File: config.mk
export PLATFORM = sky130hd
export DESIGN_NAME = serial_subtractor
export DESIGN_NICKNAME = d
export VERILOG_FILES = /design/src/rtl/serial_subtractor.sv
export SDC_FILE = /design/constraint.sdc
export NUM_CORES = 1
export LEC_CHECK = 0
export CAP_MARGIN = 5
export CORE_MARGIN = 2
export CORE_UTILIZATION = 45
export DETAILED_ROUTE_END_ITERATION = 10
export PLACE_DENSITY = 0.8
export SLEW_MARGIN = 20
export SYNTH_ARGS = -nofsm -noshare
export SYNTH_HDL_FRONTEND = slang
export SYNTH_SLANG_ARGS = --single-unit
File: constraint.sdc
create_clock -name clk -period 2.9 [get_ports clk]
set_input_delay 0.87 -clock clk [delete_from_list [all_inputs] [get_ports clk]]
set_output_delay 0.87 -clock clk [all_outputs]
set_load 0.05 [all_outputs]
File: src/rtl/serial_subtractor.sv
// serial_subtractor: digit-serial unsigned a - b with start/busy/done handshake
// Define SERIAL_SUB_SAT_EN to clamp diff to 0 whenever the final borrow is set.
module serial_subtractor #(
  parameter int WIDTH = 16,
  parameter int DIGIT = 4
) (
  input  logic             clk,
  input  logic             rst_n,
  input  logic             start,
  input  logic [WIDTH-1:0] a,
  input  logic [WIDTH-1:0] b,
  output logic             busy,
  output logic             done,
  output logic [WIDTH-1:0] diff,
  output logic             borrow
);
  localparam int N  = WIDTH / DIGIT;
  localparam int CW = (N > 1) ? $clog2(N) : 1;
  typedef enum logic [1:0] {IDLE, RUN, DONE} state_t;
  state_t state_q, state_d;
  logic [CW-1:0] cnt_q, cnt_d;
  logic brw_q, brw_d, busy_q, busy_d, done_q, done_d, borrow_q, borrow_d;
  logic [WIDTH-1:0] a_q, a_d, b_q, b_d, build_q, build_d, diff_q, diff_d, res;
  logic [DIGIT:0] sub;
  assign sub = {1'b0, a_q[cnt_q*DIGIT +: DIGIT]} - {1'b0, b_q[cnt_q*DIGIT +: DIGIT]}
             - (DIGIT+1)'(brw_q);
`ifdef SERIAL_SUB_SAT_EN
  assign res = brw_q ? '0 : build_q;
`else
  assign res = build_q;
`endif
  always_comb begin
    state_d  = state_q;
    cnt_d    = cnt_q;
    brw_d    = brw_q;
    a_d      = a_q;
    b_d      = b_q;
    build_d  = build_q;
    busy_d   = busy_q;
    done_d   = 1'b0;
    diff_d   = diff_q;
    borrow_d = borrow_q;
    case (state_q)
      IDLE: if (start) begin
        a_d     = a;
        b_d     = b;
        brw_d   = 1'b0;
        cnt_d   = '0;
        busy_d  = 1'b1;
        state_d = RUN;
      end
      RUN: begin
        build_d[cnt_q*DIGIT +: DIGIT] = sub[DIGIT-1:0];
        brw_d   = sub[DIGIT];
        cnt_d   = (cnt_q == CW'(N-1)) ? '0 : cnt_q + 1'b1;
        state_d = (cnt_q == CW'(N-1)) ? DONE : RUN;
      end
      DONE: begin
        done_d   = 1'b1;
        busy_d   = 1'b0;
        diff_d   = res;
        borrow_d = brw_q;
        state_d  = IDLE;
      end
      default: state_d = IDLE;
    endcase
  end
  always_ff @(posedge clk or negedge rst_n) begin
    if (!rst_n) begin
      state_q  <= IDLE;
      cnt_q    <= '0;
      brw_q    <= 1'b0;
      a_q      <= '0;
      b_q      <= '0;
      build_q  <= '0;
      busy_q   <= 1'b0;
      done_q   <= 1'b0;
      diff_q   <= '0;
      borrow_q <= 1'b0;
    end else begin
      state_q  <= state_d;
      cnt_q    <= cnt_d;
      brw_q    <= brw_d;
      a_q      <= a_d;
      b_q      <= b_d;
      build_q  <= build_d;
      busy_q   <= busy_d;
      done_q   <= done_d;
      diff_q   <= diff_d;
      borrow_q <= borrow_d;
    end
  end
  assign busy   = busy_q;
  assign done   = done_q;
  assign diff   = diff_q;
  assign borrow = borrow_q;
endmodule

# [Yosys cells after proc, flatten, opt, wreduce, memory -nomap -nowiden]
# Index checks and enable logic that the tools add are counted.
[totals] register_bits=72 inputBits=35 wordCells=40
[op_classes] eq_ne=4 muxes=12 reduce_logical=6 n_shift=4 add_sub_neg=4
[op_table] operator="$neg 4->34" n=1
[op_table] operator="$shift 4x34->16 const A" n=1
[op_table] operator="$shiftx 4x34->16" n=1
[op_table] operator="$shiftx 16x5->4" n=2
[op_table] operator="$bwmux 16" n=1
[op_table] operator="$mux 2" n=4
[op_table] operator="$pmux 2 s2" n=2
[op_table] operator="$reduce_and 2->1" n=3
[op_table] operator="$sub 4x4->5" n=1
[op_table] operator="$sub 5x1->5" n=1
[op_table] operator="$eq 2x2->1 const B" n=2
[op_table] operator="$pmux 1 s2" n=2
[op_table] operator="$reduce_bool 2->1" n=2
[op_table] operator="$mux 1" n=3
[op_table] operator="$add 2x1->2 const B" n=1
[op_table] operator="$eq 2x1->1 const B" n=1
[op_table] operator="$logic_not 2->1" n=1
[op_table] operator="$ne 2x2->1 const B" n=1

# [Longest topological paths before layout]
[logic_depth] depth_word=5 mapped_depth=10 ltp_nobuf=9

# [Worst setup path before layout]
# No wires, ideal clock.
[synth_timing] kind="register -> register" start="reg cnt_q[0]" end="reg build_q[11]" period_less_slack_ps=2497 setup_slack_ps=403 setup_time_ps=126 path_stages_with_launch=10 arrival_ps=2371 n_path_buf=2 required_time_ps=2774 cell_sequence="dfrtp_1 -> buf_6 -> buf_2 -> mux4_2 -> fa_1 -> ha_1 -> nand2b_1 -> a21oi_2 -> xor2_2 -> o21ai_1"
[synth_between] elab_chain_len=5 elab_cells_between_ends=8 classes_between="3 x add/sub; 4 x shift; 1 x mux"
[synth_rtl] element="start: declaration" line_no="21" rtl="logic [CW-1:0] cnt_q, cnt_d;"
[synth_rtl] element="start signal: assignment" line_no="82" rtl="cnt_q <= cnt_d;"
[synth_rtl] element="$shiftx 16x5->4" line_no="25" rtl="assign sub = {1'b0, a_q[cnt_q*DIGIT +: DIGIT]} - {1'b0, b_q[cnt_q*DIGIT +: DIGIT]}"
[synth_rtl] element="$sub 4x4->5" line_no="25"
[synth_rtl] element="$sub 5x1->5" line_no="26" rtl="- (DIGIT+1)'(brw_q);"
[synth_rtl] element="$shiftx 4x34->16" line_no="53" rtl="build_d[cnt_q*DIGIT +: DIGIT] = sub[DIGIT-1:0];"
[synth_rtl] element="$bwmux 16 (*)" line_no="53"
[synth_rtl] element="end signal: assignment" line_no="86" rtl="build_q <= build_d;"
[synth_rtl] element="end: declaration" line_no="23" rtl="logic [WIDTH-1:0] a_q, a_d, b_q, b_d, build_q, build_d, diff_q, diff_d, res;"
# Mark *: on every way between the ends. The rest lies on a longest branch, timed or not.
# A chain may end at the register's enable or synchronous reset.

# [Worst setup path after layout]
[layout_timing] start="reg cnt_q[0]" end="reg build_q[10]"
# Same word-level chain as after synthesis.

==> results.txt <==
After the first detailed-routing iteration, the DRC count stood at 39. The layout has 547 filler cells. Number of hold violations in the final report: 0.

The buffer and inverter count on the worst path was 2; the maximum level of the CTS H-tree was 3. The run gives 0.389 GHz as the highest attainable clock frequency. Number of buffers inserted by port buffering: 53. Count of state elements after synthesis: 72. For this design the top-level I/O count stands at 54. Subtracting the final worst setup slack from the clock period gives 2570 ps. Leaving out fill and tap cells, the most frequent cell in the layout is sky130_fd_sc_hd__dfrtp_1.

Primary flip-flop cell chosen by synthesis mapping: sky130_fd_sc_hd__dfrtp_1. The worst setup skew after layout came out at 7.12 ps. The worst reg-to-reg setup slack is 330 ps. The number of max-cap violations was 0; the period utilization was 0.886. After synthesis the cells add up to 0.00314 mm². The number of unique standard cell types used by synthesis is 29.

The largest stage delay on the critical path came out at 610 ps. In this run the static leakage power is 0.00175 µW. In the routed layout, each cell is associated on average with a via count of 5.05. The area share of fa/ha/maj cells after synthesis is 0.0527, and the pin count of the biggest net entering global routing is 73. The fraction of registers with async set/reset came out at 1.00. The worst hold path passes through 2 cells. The run gives 0.464 as the effective utilization at floorplan. The number of nets in the layout came out at 331. Launch instance of the worst min-delay path: build_q[0]$_DFFE_PN0P_. Routability-driven placement finished with a final weighted congestion of 0.779. Counting every net in the synthesized netlist gives 272. VDD sags by at most 0.598 mV. The die is 87.5 µm tall. The number of failing setup endpoints in the final timing report is 0. The width of the die was 87.5 µm.

The run gives 0.159 as the total global routing track utilization. The share of synthesized cell area in and, or, nand and nor gates works out to 0.0538. The post-cts gate resize count is 0.

The fraction of synthesized cell area in xor and xnor cells was 0.0108. The biggest fanout along the worst timing path works out to 8. Number of buffers created by CTS: 9. The routed layout has 1864 vias.

The logs give 0 for the number of antenna violations at the first check in global routing and 0 for the number of diodes added for antenna fixing. For the number of iterations in the first detailed-routing pass, the log shows 4. The combinational family with the most area after synthesis was multiplexers. The longest clock path from root to sink contains 2 buffers. The tightest slew margin relative to the limit was 0.447; the row count was 30. The wire-length estimate of the detail-placed layout is 4030 µm. In this run the critical register-to-register path is captured at build_q[10]$_DFFE_PN0P_. After layout, the worst setup slack is 330 ps. TritonCTS built the clock tree. Setup repair after global routing left no endpoint under its margin.

Clock latency on the worst-skew pair, taken at its later pin, is 350 ps. After detailed routing, the average wire length per cell comes to 14.7 µm. STA puts the critical path data required time at 3110 ps. The compound-cell area share of the yosys netlist came out at 0.0455.

Synthesis produced a netlist whose cell count is 225. The transition time at the pin with the least slew margin is 830 ps, and the number of global-route vias before repair is 1941. The first global-routing pass estimated 9160 µm of wire. The arrival time reported for the critical path endpoint came out at 2780 ps. The final max-slew violation count is 0. Adding up every negative setup slack in the final design gives 0 ps. For this design, the sink count on the clock tree is 72. The post-route antenna net violation count is 0.

The number of warnings printed during yosys synthesis came out at 0. The library cell contributing the largest single delay on the critical path is sky130_fd_sc_hd__mux4_1. After clock tree synthesis, the clock-pin slew on the worst setup and hold paths is 70 ps. The signal on the critical path passes through mux4_1 -> inv_1 -> fa_1 -> inv_1 -> fa_1 -> xor2_1 -> o21ai_0. In this run, synthesis inferred 0 flip-flops with an integrated enable. The register area share after synthesis came out at 0.574.

The tools report the endpoint kind of the worst setup timing path as a flip-flop. Dividing total power by cell area gives a power density of 1250 mW/mm². The die area was 0.00765 mm²; the portion of netlist area occupied by mux cells was 0.233. The number of cells on the worst reg-to-reg path is 7.

The floorplan step defined a core boundary enclosing 0.00676 mm². Compared with the post-synthesis result, the final layout area differs by 26.2%. The worst hold path terminates at build_q[0]$_DFFE_PN0P_. The worst hold path belongs to the class reg -> reg. Leaving out fill and tap cells, the most frequent cells in the layout are sky130_fd_sc_hd__dfrtp_1 (72), sky130_fd_sc_hd__clkdlybuf4s50_1 (52), sky130_fd_sc_hd__mux2_2 (48). Placement-stage worst setup slack: 302 ps. Fraction of final layout cells with drive strength greater than 1: 0.260.

In this run the clock root is driven by a sky130_fd_sc_hd__clkbuf_8. The type of the worst setup path is reg -> reg. The post-route DRC violation count was 0.

The run finished with clean final reports. Hold repair after CTS inserted 0 buffers. The leftover overflow at the end of global routing was 0; the routed wire length was 5410 µm.

A synthesized cell averages 13.9 µm². On the critical path the largest part of the delay comes from multiplexers. Summing internal, switching and leakage power gives 4940 µW. The tools report the startpoint of the lowest-slack register-to-register path as cnt_q[0]$_DFFE_PN0P_. The sort of element at the start of the critical path was a flip-flop. The number of setup buffers added after CTS is 0.
metal layers:
layer | share of wire | GRT usage | wire length (µm)
met2 | 0.47 | 0.240 | 2560
met1 | 0.47 | 0.219 | 2530
met3 | 0.038 | 0.0351 | 204
met4 | 0.021 | 0.0755 | 115
met5 | 0 | 0 | 0
power by group:
group,total [µW],switching (µW),internal (µW)
Sequential,1730,279,1450
Combinational,2460,1330,1120
Clock,762,369,393
worst max-delay path by stage:
| stage | startpoint | to | slack, ps | depth (start not counted) |
|---|---|---|---|---|
| 3_5_place_dp | cnt_q[0]$_DFFE_PN0P_ | build_q[2]$_DFFE_PN0P_ | 300 | 7 |
| 2_1_floorplan | cnt_q[0]$_DFFE_PN0P_ | build_q[11]$_DFFE_PN0P_ | 400 | 9 |
| 5_1_grt | cnt_q[0]$_DFFE_PN0P_ | build_q[2]$_DFFE_PN0P_ | 140 | 7 |
| 6_report | cnt_q[0]$_DFFE_PN0P_ | build_q[10]$_DFFE_PN0P_ | 330 | 7 |
| 4_1_cts | cnt_q[0]$_DFFE_PN0P_ | build_q[2]$_DFFE_PN0P_ | 290 | 7 |
| 3_3_place_gp | cnt_q[0]$_DFFE_PN0P_ | build_q[14]$_DFFE_PN0P_ | 400 | 7 |
through the flow:
stage,hold slack [ps],util,cells,area [µm²]
2_1_floorplan,446,-,225,3140
3_3_place_gp,457,0.558,353,3770
3_5_place_dp,468,0.558,353,3770
4_1_cts,492,0.586,369,3960
5_1_grt,515,0.586,369,3960
6_report,486,0.586,369,3960
tightest hold or removal path, stage by stage (launching register included):
cell and delay, ps:
sky130_fd_sc_hd__dfrtp_1 350, sky130_fd_sc_hd__nand2_1 40, sky130_fd_sc_hd__o21ai_0 60
registers in the layout, indices dropped and copies added, names as in the netlist:
register,flops
a_q,16
b_q,16
build_q,16
diff,16
cnt_q,2
state_q,2
borrow,1
brw_q,1
busy,1
done,1
kinds of logic after synthesis:
family                   Yosys count
XOR/XNOR                           3
AO/OA/AOI/OAI                     25
flip-flops                        72
AND/OR/NAND/NOR                   36
buffers and inverters             21
multiplexers                      56
adder cells (fa/ha/maj)           12
layout make-up:
type	instances	area [µm²]	area share
clock inverters	6	60.1	0.0152
well taps	80	100	0.0253
flip-flops and latches	72	1800	0.455
clock buffers	10	128	0.0322
inverters	13	48.8	0.0123
multi-input cells	132	1250	0.315
repair buffers	56	573	0.145
synth_stat cells, types with 2 or more instances:
cell | count | area share
sky130_fd_sc_hd__nand2_1 | 24 | 0.029
sky130_fd_sc_hd__inv_1 | 13 | 0.016
sky130_fd_sc_hd__o21ai_1 | 4 | 0.0064
sky130_fd_sc_hd__mux2_2 | 48 | 0.17
sky130_fd_sc_hd__nand2b_1 | 3 | 0.0060
sky130_fd_sc_hd__buf_2 | 5 | 0.0080
sky130_fd_sc_hd__dfrtp_1 | 72 | 0.57
sky130_fd_sc_hd__fa_1 | 2 | 0.013
sky130_fd_sc_hd__mux4_1 | 3 | 0.025
sky130_fd_sc_hd__o21bai_1 | 2 | 0.0048
sky130_fd_sc_hd__nand4_1 | 3 | 0.0060
sky130_fd_sc_hd__nor2_1 | 2 | 0.0024
sky130_fd_sc_hd__ha_1 | 10 | 0.040
sky130_fd_sc_hd__o21ai_0 | 14 | 0.022
sky130_fd_sc_hd__mux4_2 | 5 | 0.036
sky130_fd_sc_hd__clkbuf_1 | 2 | 0.0024
Note: power is estimated with default switching activity, not from simulation.
